`config.mk`:
```
export PLATFORM = sky130hd
export DESIGN_NAME = ascii_num_parser_flat
export DESIGN_NICKNAME = d
export VERILOG_FILES = /design/src/rtl/ascii_num_parser_if.sv /design/src/rtl/ascii_num_parser.sv /design/src/flat_wrapper.sv
export SDC_FILE = /design/constraint.sdc
export NUM_CORES = 1
export LEC_CHECK = 0
export BUFFER_PORTS_ARGS = -buffer_cell sky130_fd_sc_hd__buf_2
export CORE_MARGIN = 2
export CORE_UTILIZATION = 25
export CTS_CLUSTER_DIAMETER = 200
export CTS_CLUSTER_SIZE = 14
export DETAILED_ROUTE_END_ITERATION = 12
export GPL_ROUTABILITY_DRIVEN = 0
export SLEW_MARGIN = 0
export SYNTH_ARGS = -nofsm -noshare
export SYNTH_HDL_FRONTEND = slang
export SYNTH_SLANG_ARGS = --single-unit
```
`constraint.sdc`:
```
create_clock -name clk -period 4.05 [get_ports clk]
set_clock_uncertainty 0.05 [all_clocks]
set_input_delay 0.405 -clock clk [delete_from_list [all_inputs] [get_ports clk]]
set_output_delay 0.405 -clock clk [all_outputs]
set_load 0.03 [all_outputs]
```
`src/rtl/ascii_num_parser_if.sv`:
```
// Byte-in / result-out handshake bundle for the ASCII decimal parser.
interface ascii_num_parser_if #(
    parameter int unsigned WIDTH = 12
);
    logic [7:0]       in_data;
    logic             in_valid;
    logic             in_ready;
    logic [WIDTH-1:0] num;
    logic             num_err;
    logic             num_valid;
    logic             num_ready;

    // Byte producer and result consumer side
    modport master (
        output in_data, in_valid, num_ready,
        input  in_ready, num, num_err, num_valid
    );

    // Parser side
    modport slave (
        input  in_data, in_valid, num_ready,
        output in_ready, num, num_err, num_valid
    );
endinterface

```
`src/rtl/ascii_num_parser.sv`:
```
// ASCII decimal string to binary converter: digits accumulate until a
// terminator (CR, LF or ','), then one result word is offered with an error flag.
module ascii_num_parser #(
    parameter int unsigned WIDTH      = 12,
    parameter int unsigned MAX_DIGITS = 4,
    parameter int unsigned MAX_VALUE  = 4095
) (
    input  logic               clk,
    input  logic               reset_n,
    ascii_num_parser_if.slave  bus
);
    localparam int unsigned AW = WIDTH + 4;
    localparam int unsigned NW = $clog2(MAX_DIGITS + 2);

    localparam logic [1:0] S_IDLE    = 2'd0;
    localparam logic [1:0] S_ACCUM   = 2'd1;
    localparam logic [1:0] S_DISCARD = 2'd2;
    localparam logic [1:0] S_OUTPUT  = 2'd3;

    logic [1:0]       state, state_nx;
    logic [WIDTH-1:0] acc, acc_nx;
    logic [NW-1:0]    ndig, ndig_nx;
    logic [WIDTH-1:0] num_q, num_nx;
    logic             err_q, err_nx;
    logic             valid_q, valid_nx;
    logic             rdy_q, rdy_nx;

    logic             take;
    logic             is_digit;
    logic             is_term;
    logic [3:0]       dval;
    logic [AW-1:0]    prod;
    logic [NW:0]      ndig_inc;
    logic             overflow;

    // Byte classification and widened accumulate/overflow arithmetic
    always_comb begin
        take     = bus.in_valid & rdy_q;
        is_digit = (bus.in_data >= 8'h30) && (bus.in_data <= 8'h39);
        is_term  = (bus.in_data == 8'h0D) || (bus.in_data == 8'h0A) || (bus.in_data == 8'h2C);
        dval     = bus.in_data[3:0];
        prod     = AW'(acc) * AW'(4'd10) + AW'(dval);
        ndig_inc = (NW+1)'(ndig) + (NW+1)'(1);
        overflow = (ndig_inc > (NW+1)'(MAX_DIGITS)) || (prod > AW'(MAX_VALUE));
    end

    // Next-state and next-output logic
    always_comb begin
        state_nx = state;
        acc_nx   = acc;
        ndig_nx  = ndig;
        num_nx   = num_q;
        err_nx   = err_q;
        valid_nx = 1'b0;

        case (state)
            S_IDLE: begin
                if (take) begin
                    if (is_digit) begin
                        if (AW'(dval) > AW'(MAX_VALUE)) begin
                            state_nx = S_DISCARD;
                        end else begin
                            acc_nx   = WIDTH'(dval);
                            ndig_nx  = NW'(1);
                            state_nx = S_ACCUM;
                        end
                    end else if (!is_term) begin
                        state_nx = S_DISCARD;
                    end
                end
            end
            S_ACCUM: begin
                if (take) begin
                    if (is_digit) begin
                        if (overflow) begin
                            state_nx = S_DISCARD;
                        end else begin
                            acc_nx  = WIDTH'(prod);
                            ndig_nx = NW'(ndig_inc);
                        end
                    end else if (is_term) begin
                        num_nx   = acc;
                        err_nx   = 1'b0;
                        state_nx = S_OUTPUT;
                    end else begin
                        state_nx = S_DISCARD;
                    end
                end
            end
            S_DISCARD: begin
                if (take && is_term) begin
                    num_nx   = '0;
                    err_nx   = 1'b1;
                    state_nx = S_OUTPUT;
                end
            end
            S_OUTPUT: begin
                valid_nx = 1'b1;
                if (valid_q && bus.num_ready) begin
                    valid_nx = 1'b0;
                    acc_nx   = '0;
                    ndig_nx  = '0;
                    state_nx = S_IDLE;
                end
            end
            default: begin
                state_nx = S_IDLE;
            end
        endcase

        // Hold off input on entry to OUTPUT and for one cycle after the result is taken
        rdy_nx = (state_nx != S_OUTPUT) && (state != S_OUTPUT);
    end

    // State and output registers with synchronous active-low reset
    always_ff @(posedge clk) begin
        if (!reset_n) begin
            state   <= S_IDLE;
            acc     <= '0;
            ndig    <= '0;
            num_q   <= '0;
            err_q   <= 1'b0;
            valid_q <= 1'b0;
            rdy_q   <= 1'b0;
        end else begin
            state   <= state_nx;
            acc     <= acc_nx;
            ndig    <= ndig_nx;
            num_q   <= num_nx;
            err_q   <= err_nx;
            valid_q <= valid_nx;
            rdy_q   <= rdy_nx;
        end
    end

    assign bus.in_ready  = rdy_q;
    assign bus.num       = num_q;
    assign bus.num_err   = err_q;
    assign bus.num_valid = valid_q;
endmodule

```
`src/flat_wrapper.sv`:
```
// flat-port wrapper written by rule: the top's interface ports become plain ports
module ascii_num_parser_flat 
#(
    parameter int unsigned WIDTH      = 12,
    parameter int unsigned MAX_DIGITS = 4,
    parameter int unsigned MAX_VALUE  = 4095
)
  (clk, reset_n, bus_in_data, bus_in_valid, bus_num_ready, bus_in_ready, bus_num, bus_num_err, bus_num_valid);
  ascii_num_parser_if #(.WIDTH(WIDTH)) bus_i ();
  input  logic clk;
  input  logic reset_n;
  input wire logic [$bits(bus_i.in_data)-1:0] bus_in_data;
  input wire logic [$bits(bus_i.in_valid)-1:0] bus_in_valid;
  input wire logic [$bits(bus_i.num_ready)-1:0] bus_num_ready;
  output wire logic [$bits(bus_i.in_ready)-1:0] bus_in_ready;
  output wire logic [$bits(bus_i.num)-1:0] bus_num;
  output wire logic [$bits(bus_i.num_err)-1:0] bus_num_err;
  output wire logic [$bits(bus_i.num_valid)-1:0] bus_num_valid;
  assign bus_i.in_data = bus_in_data;
  assign bus_i.in_valid = bus_in_valid;
  assign bus_i.num_ready = bus_num_ready;
  assign bus_in_ready = bus_i.in_ready;
  assign bus_num = bus_i.num;
  assign bus_num_err = bus_i.num_err;
  assign bus_num_valid = bus_i.num_valid;
  ascii_num_parser #(.WIDTH(WIDTH), .MAX_DIGITS(MAX_DIGITS), .MAX_VALUE(MAX_VALUE)) u_core (.clk(clk), .reset_n(reset_n), .bus(bus_i));
endmodule
```
# ---- Word-level counts from Yosys, hierarchy flattened
# Index checks and enable logic that the tools add are counted.
dict set report word_totals {
  ff_bits 32
  output_inout_bits 15
}
dict set report op_classes {
  n_addsub 2
  multipliers 1
  magnitude_cmp 4
  n_eq_ne 17
  mux 35
  bitwise 1
  reduce_logical 13
}
# operator n
set ops {}
lappend ops {{12-bit two-way mux} 10}
lappend ops {{12-bit case mux with 3 select lines} 1}
lappend ops {{12-bit case mux with 2 select lines} 1}
lappend ops {{3-bit two-way mux} 6}
lappend ops {{16-bit by 4-bit adder with 16-bit output} 1}
lappend ops {{8-bit by 4-bit equality test with 1-bit output, second input constant} 2}
lappend ops {{16-bit by 12-bit > comparator with 1-bit output, second input constant} 1}
lappend ops {{2-bit two-way mux} 8}
lappend ops {{12-bit by 3-bit multiplier with 15-bit output, second input constant} 1}
lappend ops {{2-bit by 1-bit != test with 1-bit output, second input constant} 7}
lappend ops {{3-bit case mux with 3 select lines} 1}
lappend ops {{8-bit by 6-bit equality test with 1-bit output, second input constant} 1}
lappend ops {{8-bit by 6-bit greater-or-equal comparator with 1-bit output, second input constant} 1}
lappend ops {{8-bit by 6-bit less-or-equal comparator with 1-bit output, second input constant} 1}
lappend ops {{2-bit != test, second input constant} 4}
lappend ops {{2-bit case mux with 4 select lines} 1}
lappend ops {{7-bit AND reduction} 1}
lappend ops {{1-bit two-way mux} 6}
lappend ops {{5-bit AND reduction} 1}
lappend ops {{3-bit by 1-bit adder with 4-bit output, second input constant} 1}
lappend ops {{2-bit equality test, second input constant} 2}
lappend ops {{4-bit by 3-bit > comparator with 1-bit output, second input constant} 1}
lappend ops {{1-bit logical AND} 4}
lappend ops {{1-bit logical OR} 3}
lappend ops {{other kinds (7)} 7}

# ---- Logic depth before layout (Yosys ltp)
dict set report logic_depth {
  depth_word 10
  depth_mapped 12
}

# ---- Least setup slack after synthesis
# Ideal clock, no wire load.
dict set report synth_path {
  path_type {flip-flop to flip-flop}
  start {reg u_core.acc[1]}
  end {reg u_core.acc[10]}
  arrival_time_ns 3.439
  required_time_ns 3.881
  path_slack_ns 0.442
  stages_incl_launch_ff 13
  synth_period_minus_slack_ns 3.608
  path_cell_list {dfxtp_1 > ha_1 > ha_1 > fa_1 > a211oi_1 > o21ai_0 > xnor2_1 > or4_4 > o31a_1 > nor3_4 > nand2_4 > buf_6 > mux2i_1}
}
dict set report synth_between {
  elab_chain_cells 6
}
# item line
set synth_lines {}
lappend synth_lines {{from (decl)} ascii_num_parser.sv:21} ;# logic [WIDTH-1:0] acc, acc_nx;
lappend synth_lines {{from (signal assigned)} ascii_num_parser.sv:127} ;# acc <= acc_nx;
lappend synth_lines {{12-bit by 3-bit multiplier with 15-bit output (*)} ascii_num_parser.sv:42} ;# prod = AW'(acc) * AW'(4'd10) + AW'(dval);
lappend synth_lines {{16-bit by 4-bit adder with 16-bit output (*)} ascii_num_parser.sv:42}
lappend synth_lines {{16-bit by 12-bit > comparator with 1-bit output / 12-bit two-way mux (equally long branches)} {ascii_num_parser.sv:44, ascii_num_parser.sv:75}}
lappend synth_lines {{1-bit logical OR / 12-bit two-way mux (equally long branches)} {ascii_num_parser.sv:44, ascii_num_parser.sv:74}}
lappend synth_lines {{2-bit != test (no source line) / 12-bit two-way mux (equally long branches)} --}
lappend synth_lines {{7-bit AND reduction (no source line) / 12-bit case mux with 3 select lines (equally long branches)} --}
# Mark *: on every way between the ends. The rest lies on a longest branch, timed or not. The select of a mux whose other input is x is not followed.
# A chain may end at the register's enable or synchronous reset.

# ---- Final worst setup path
dict set report layout_path {
  start {reg u_core.acc[1]}
  end {reg u_core.acc[1]}
}
dict set report layout_between {
  elab_chain_cells 6
}
# item line
set layout_lines {}
lappend layout_lines {{12-bit by 3-bit multiplier with 15-bit output} ascii_num_parser.sv:42}
lappend layout_lines {{16-bit by 4-bit adder with 16-bit output} ascii_num_parser.sv:42}
lappend layout_lines {{16-bit by 12-bit > comparator with 1-bit output} ascii_num_parser.sv:44} ;# overflow = (ndig_inc > (NW+1)'(MAX_DIGITS)) || (prod > AW'(MAX_VALUE));
lappend layout_lines {{1-bit logical OR} ascii_num_parser.sv:44}
lappend layout_lines {{2-bit != test (no source line)} --}
lappend layout_lines {{7-bit AND reduction (no source line)} --}
# No other way between the ends.

==> impl_metrics.tcl <==
set metrics [dict create \
    ir_worst_vdd_uv 156.1 \
    slew_violations 0 \
    nNetsFinal 354 \
    grt_setup_unrepaired "false" \
    hp-class "reg2reg" \
    cp_cell_sequence "ha_1, ha_1, fa_1, a211oi_2, o21ai_0, xnor2_1, or4_4, o32ai_1, nor3_4, buf_12, buf_4, a311oi_1" \
    critPathArrivalTime_ps 3950 \
    cpMostUsedCell "ha_1" \
    synth_top_area_frac 0.2642 \
    relSlewSlack 0.4578 \
    grt_max_degree 26 \
    die-area_sq_um 10500 \
    routedWlPerCell_um 13.90 \
    hold_slack_ps 432.6 \
    cts_hold_buf 0 \
    grt_pass1_vias 2135 \
    first_pass_iters 4 \
    end_kind "flip-flop" \
    ys.flop_type "dfxtp_1" \
    yosysUniqueCellTypes 54 \
    grtUsageTotal 0.1213 \
    fmax_mhz 261.6 \
    p_leak_nw 1.258 \
    slowest_stage "or4_4" \
    cp.required_ps 4180 \
    fin_crit_sh 0.9438 \
    synthCells 282 \
    design.core.area_sq_um 9328 \
    synth_seq_cells 32 \
    synthesis.area_sq_um 2425 \
    ys_seq_area_frac 0.2642 \
    cts_root_buf "clkbuf_8" \
    via_count 2166 \
    cts_made_buffers 5 \
    drive_gt1_frac 0.1608 \
    crit_type "reg2reg" \
    portBuffers 26 \
    drv_cap 0 \
    post-dp-hpwl_mm 4.676 \
    cts.clk_slew.worst_paths_ps 60 \
    worst_skew_pair.late_latency_ps 280 \
    min_period_ps 3822 \
    die_x_um 102.5 \
    cts_max_level 2 \
    cp-start-kind "flip-flop" \
    power_density_nw_per_um2 319.4 \
    netlist_top_cells_area "dfxtp_1 (26%), ha_1 (15%), mux2i_1 (5.0%)" \
    area_delta_synth_final_pct 16.56 \
    slowest_delay_ps 520 \
    clock_sinks 32 \
    initial_core_util 0.2600 \
    cts.path.max_buffers 2 \
    grt_overflow 0 \
    synth-edff-count 0 \
    drtIter0Drc 131 \
    synth_top_cell_by_area "dfxtp_1" \
    grt_pass1_wl_mm 10.25 \
    fp.dieH_um 102.5 \
    cp_max_fo 8 \
    async_flop_share 0 \
    yosys_warnings 0 \
    fin_setup_tns_ps 0 \
    setup_viol 0 \
    rows 35 \
    drc_errors 0 \
    wirelength_mm 6.118 \
    detail-route-antenna-nets 0 \
    viasPerCell 4.923 \
    boundaryPins 27 \
    tightestPinTransition_ps 811.3 \
    hold_viol_final 0 \
    tritoncts "built" \
    utilization 0.3030 \
    status "complete, no violations" \
    diodes 0 \
    synth_fp_nets 325 \
    antenna_found_initial 0 \
    syn_area_per_cell_sq_um 8.599 \
]
## cell usage after synthesis, drive strengths merged (3+ instances only)
master   n
a211oi   3
a21oi   22
nor3     6
a31oi    3
a22oi    4
xor2     8
nor2b    5
ha      29
nor2    22
mux2i   12
xnor2    5
nand2   31
a21o     5
o31ai    5
dfxtp   32
nand3    4
nand3b   3
nor3b   12
clkbuf   8
inv      7
o21ai   13
a311oi   4
o211ai   4
nand2b   5
## repair_timing
action | 4_1_cts | 5_1_grt
setup endpoints to repair | 0 | 17
buffers inserted | 0 | 1
gates resized for setup | 0 | 1
## cell type report
class                      count  area [sq um]
timing repair buffer          31         180.2
clock buffer                   7         96.34
sequential                    32         640.6
multi-input combinational    234          1722
fill                         991          6501
tap                          129         161.4
inverter                       7         26.28
## power by group
part	total (mW)	switching, mW	internal (mW)
Combinational	0.288	0.176	0.112
Sequential	0.353	0.0199	0.333
Clock	0.262	0.111	0.151
Total	0.903	0.306	0.596
## metal layers
layer / track usage / vias to the layer above / share of wire
li1: - / 1091 / -
met1: 0.1632 / 1018 / 0.47
met2: 0.2036 / 48 / 0.48
met3: 0.02326 / 9 / 0.039
met4: 0.02256 / 0 / 0.010
met5: 0 / - / 0
## worst max-delay path, delay by kind of cell (launching register included)
| family | cells | cell delay (ps) |
|---|---|---|
| AO/OA/AOI/OAI | 4 | 1220 |
| XOR/XNOR | 1 | 180 |
| adder cells (fa/ha/maj) | 3 | 950 |
| buffers and inverters | 2 | 290 |
| flip-flops | 1 | 410 |
| AND/OR/NAND/NOR | 2 | 620 |
## state kept, by name, indices dropped and copies added (netlist names)
register / flops
u_core.bus.num: 12
u_core.bus.num_valid: 1
u_core.bus.num_err: 1
u_core.bus.in_ready: 1
u_core.acc: 12
u_core.ndig: 3
u_core.state: 2
## layout by cell type (no fill, tap or decap), types with 2 or more instances in the layout
| cell | count |
|---|---|
| a21o_1 | 5 |
| ha_1 | 29 |
| nor2_1 | 22 |
| nand2b_1 | 5 |
| dfxtp_1 | 32 |
| o32ai_1 | 2 |
| inv_1 | 7 |
| nand3b_1 | 3 |
| nand3_1 | 4 |
| o31ai_1 | 4 |
| xor2_1 | 8 |
| o211ai_1 | 4 |
| buf_4 | 4 |
| nor3b_1 | 12 |
| a31oi_1 | 3 |
| and2_1 | 2 |
| a211oi_2 | 3 |
| a311oi_1 | 4 |
| nor3_1 | 5 |
| nand2_1 | 29 |
| clkbuf_8 | 7 |
| buf_2 | 26 |
| nor2b_1 | 5 |
| a22o_1 | 2 |
| o21a_1 | 2 |
| or3_1 | 2 |
| fa_1 | 2 |
| a22oi_1 | 4 |
| a21oi_1 | 22 |
| o21ai_0 | 11 |
| mux2i_1 | 12 |
| xnor2_1 | 5 |
| o21ai_1 | 2 |
## worst paths after layout
check,start,endpoint,slack [ps],cells after the start
worst max-delay path,u_core.acc[1],u_core.acc[1],230,12
worst min-delay path,u_core.bus.num[3],u_core.bus.num[3],430,2
worst max register to register,u_core.acc[1],u_core.acc[1],230,12
worst min register to register,u_core.bus.num[3],u_core.bus.num[3],430,2
## per-stage QoR
step	power, mW	cell area, sq um	cells	setup WS (ps)
after floorplan	0.5671	2425	282	441.8
after global placement	0.6243	2705	432	169.5
after detailed placement	0.6313	2705	432	116.3
after CTS	0.8962	2801	439	94.23
after global routing	0.9617	2826	440	45.89
final	0.9027	2826	440	227.7
## logic make-up after synthesis
kind of cell    Yosys count  share of synthesized area
mux                      13                    0.05418
buf+inv                  16                    0.02787
compound gates           77                     0.2193
simple gates            100                     0.2214
fa+ha+maj                31                     0.1662
xor+xnor                 13                    0.04696
flops                    32                     0.2642
Power figures use the tool's default switching activity.
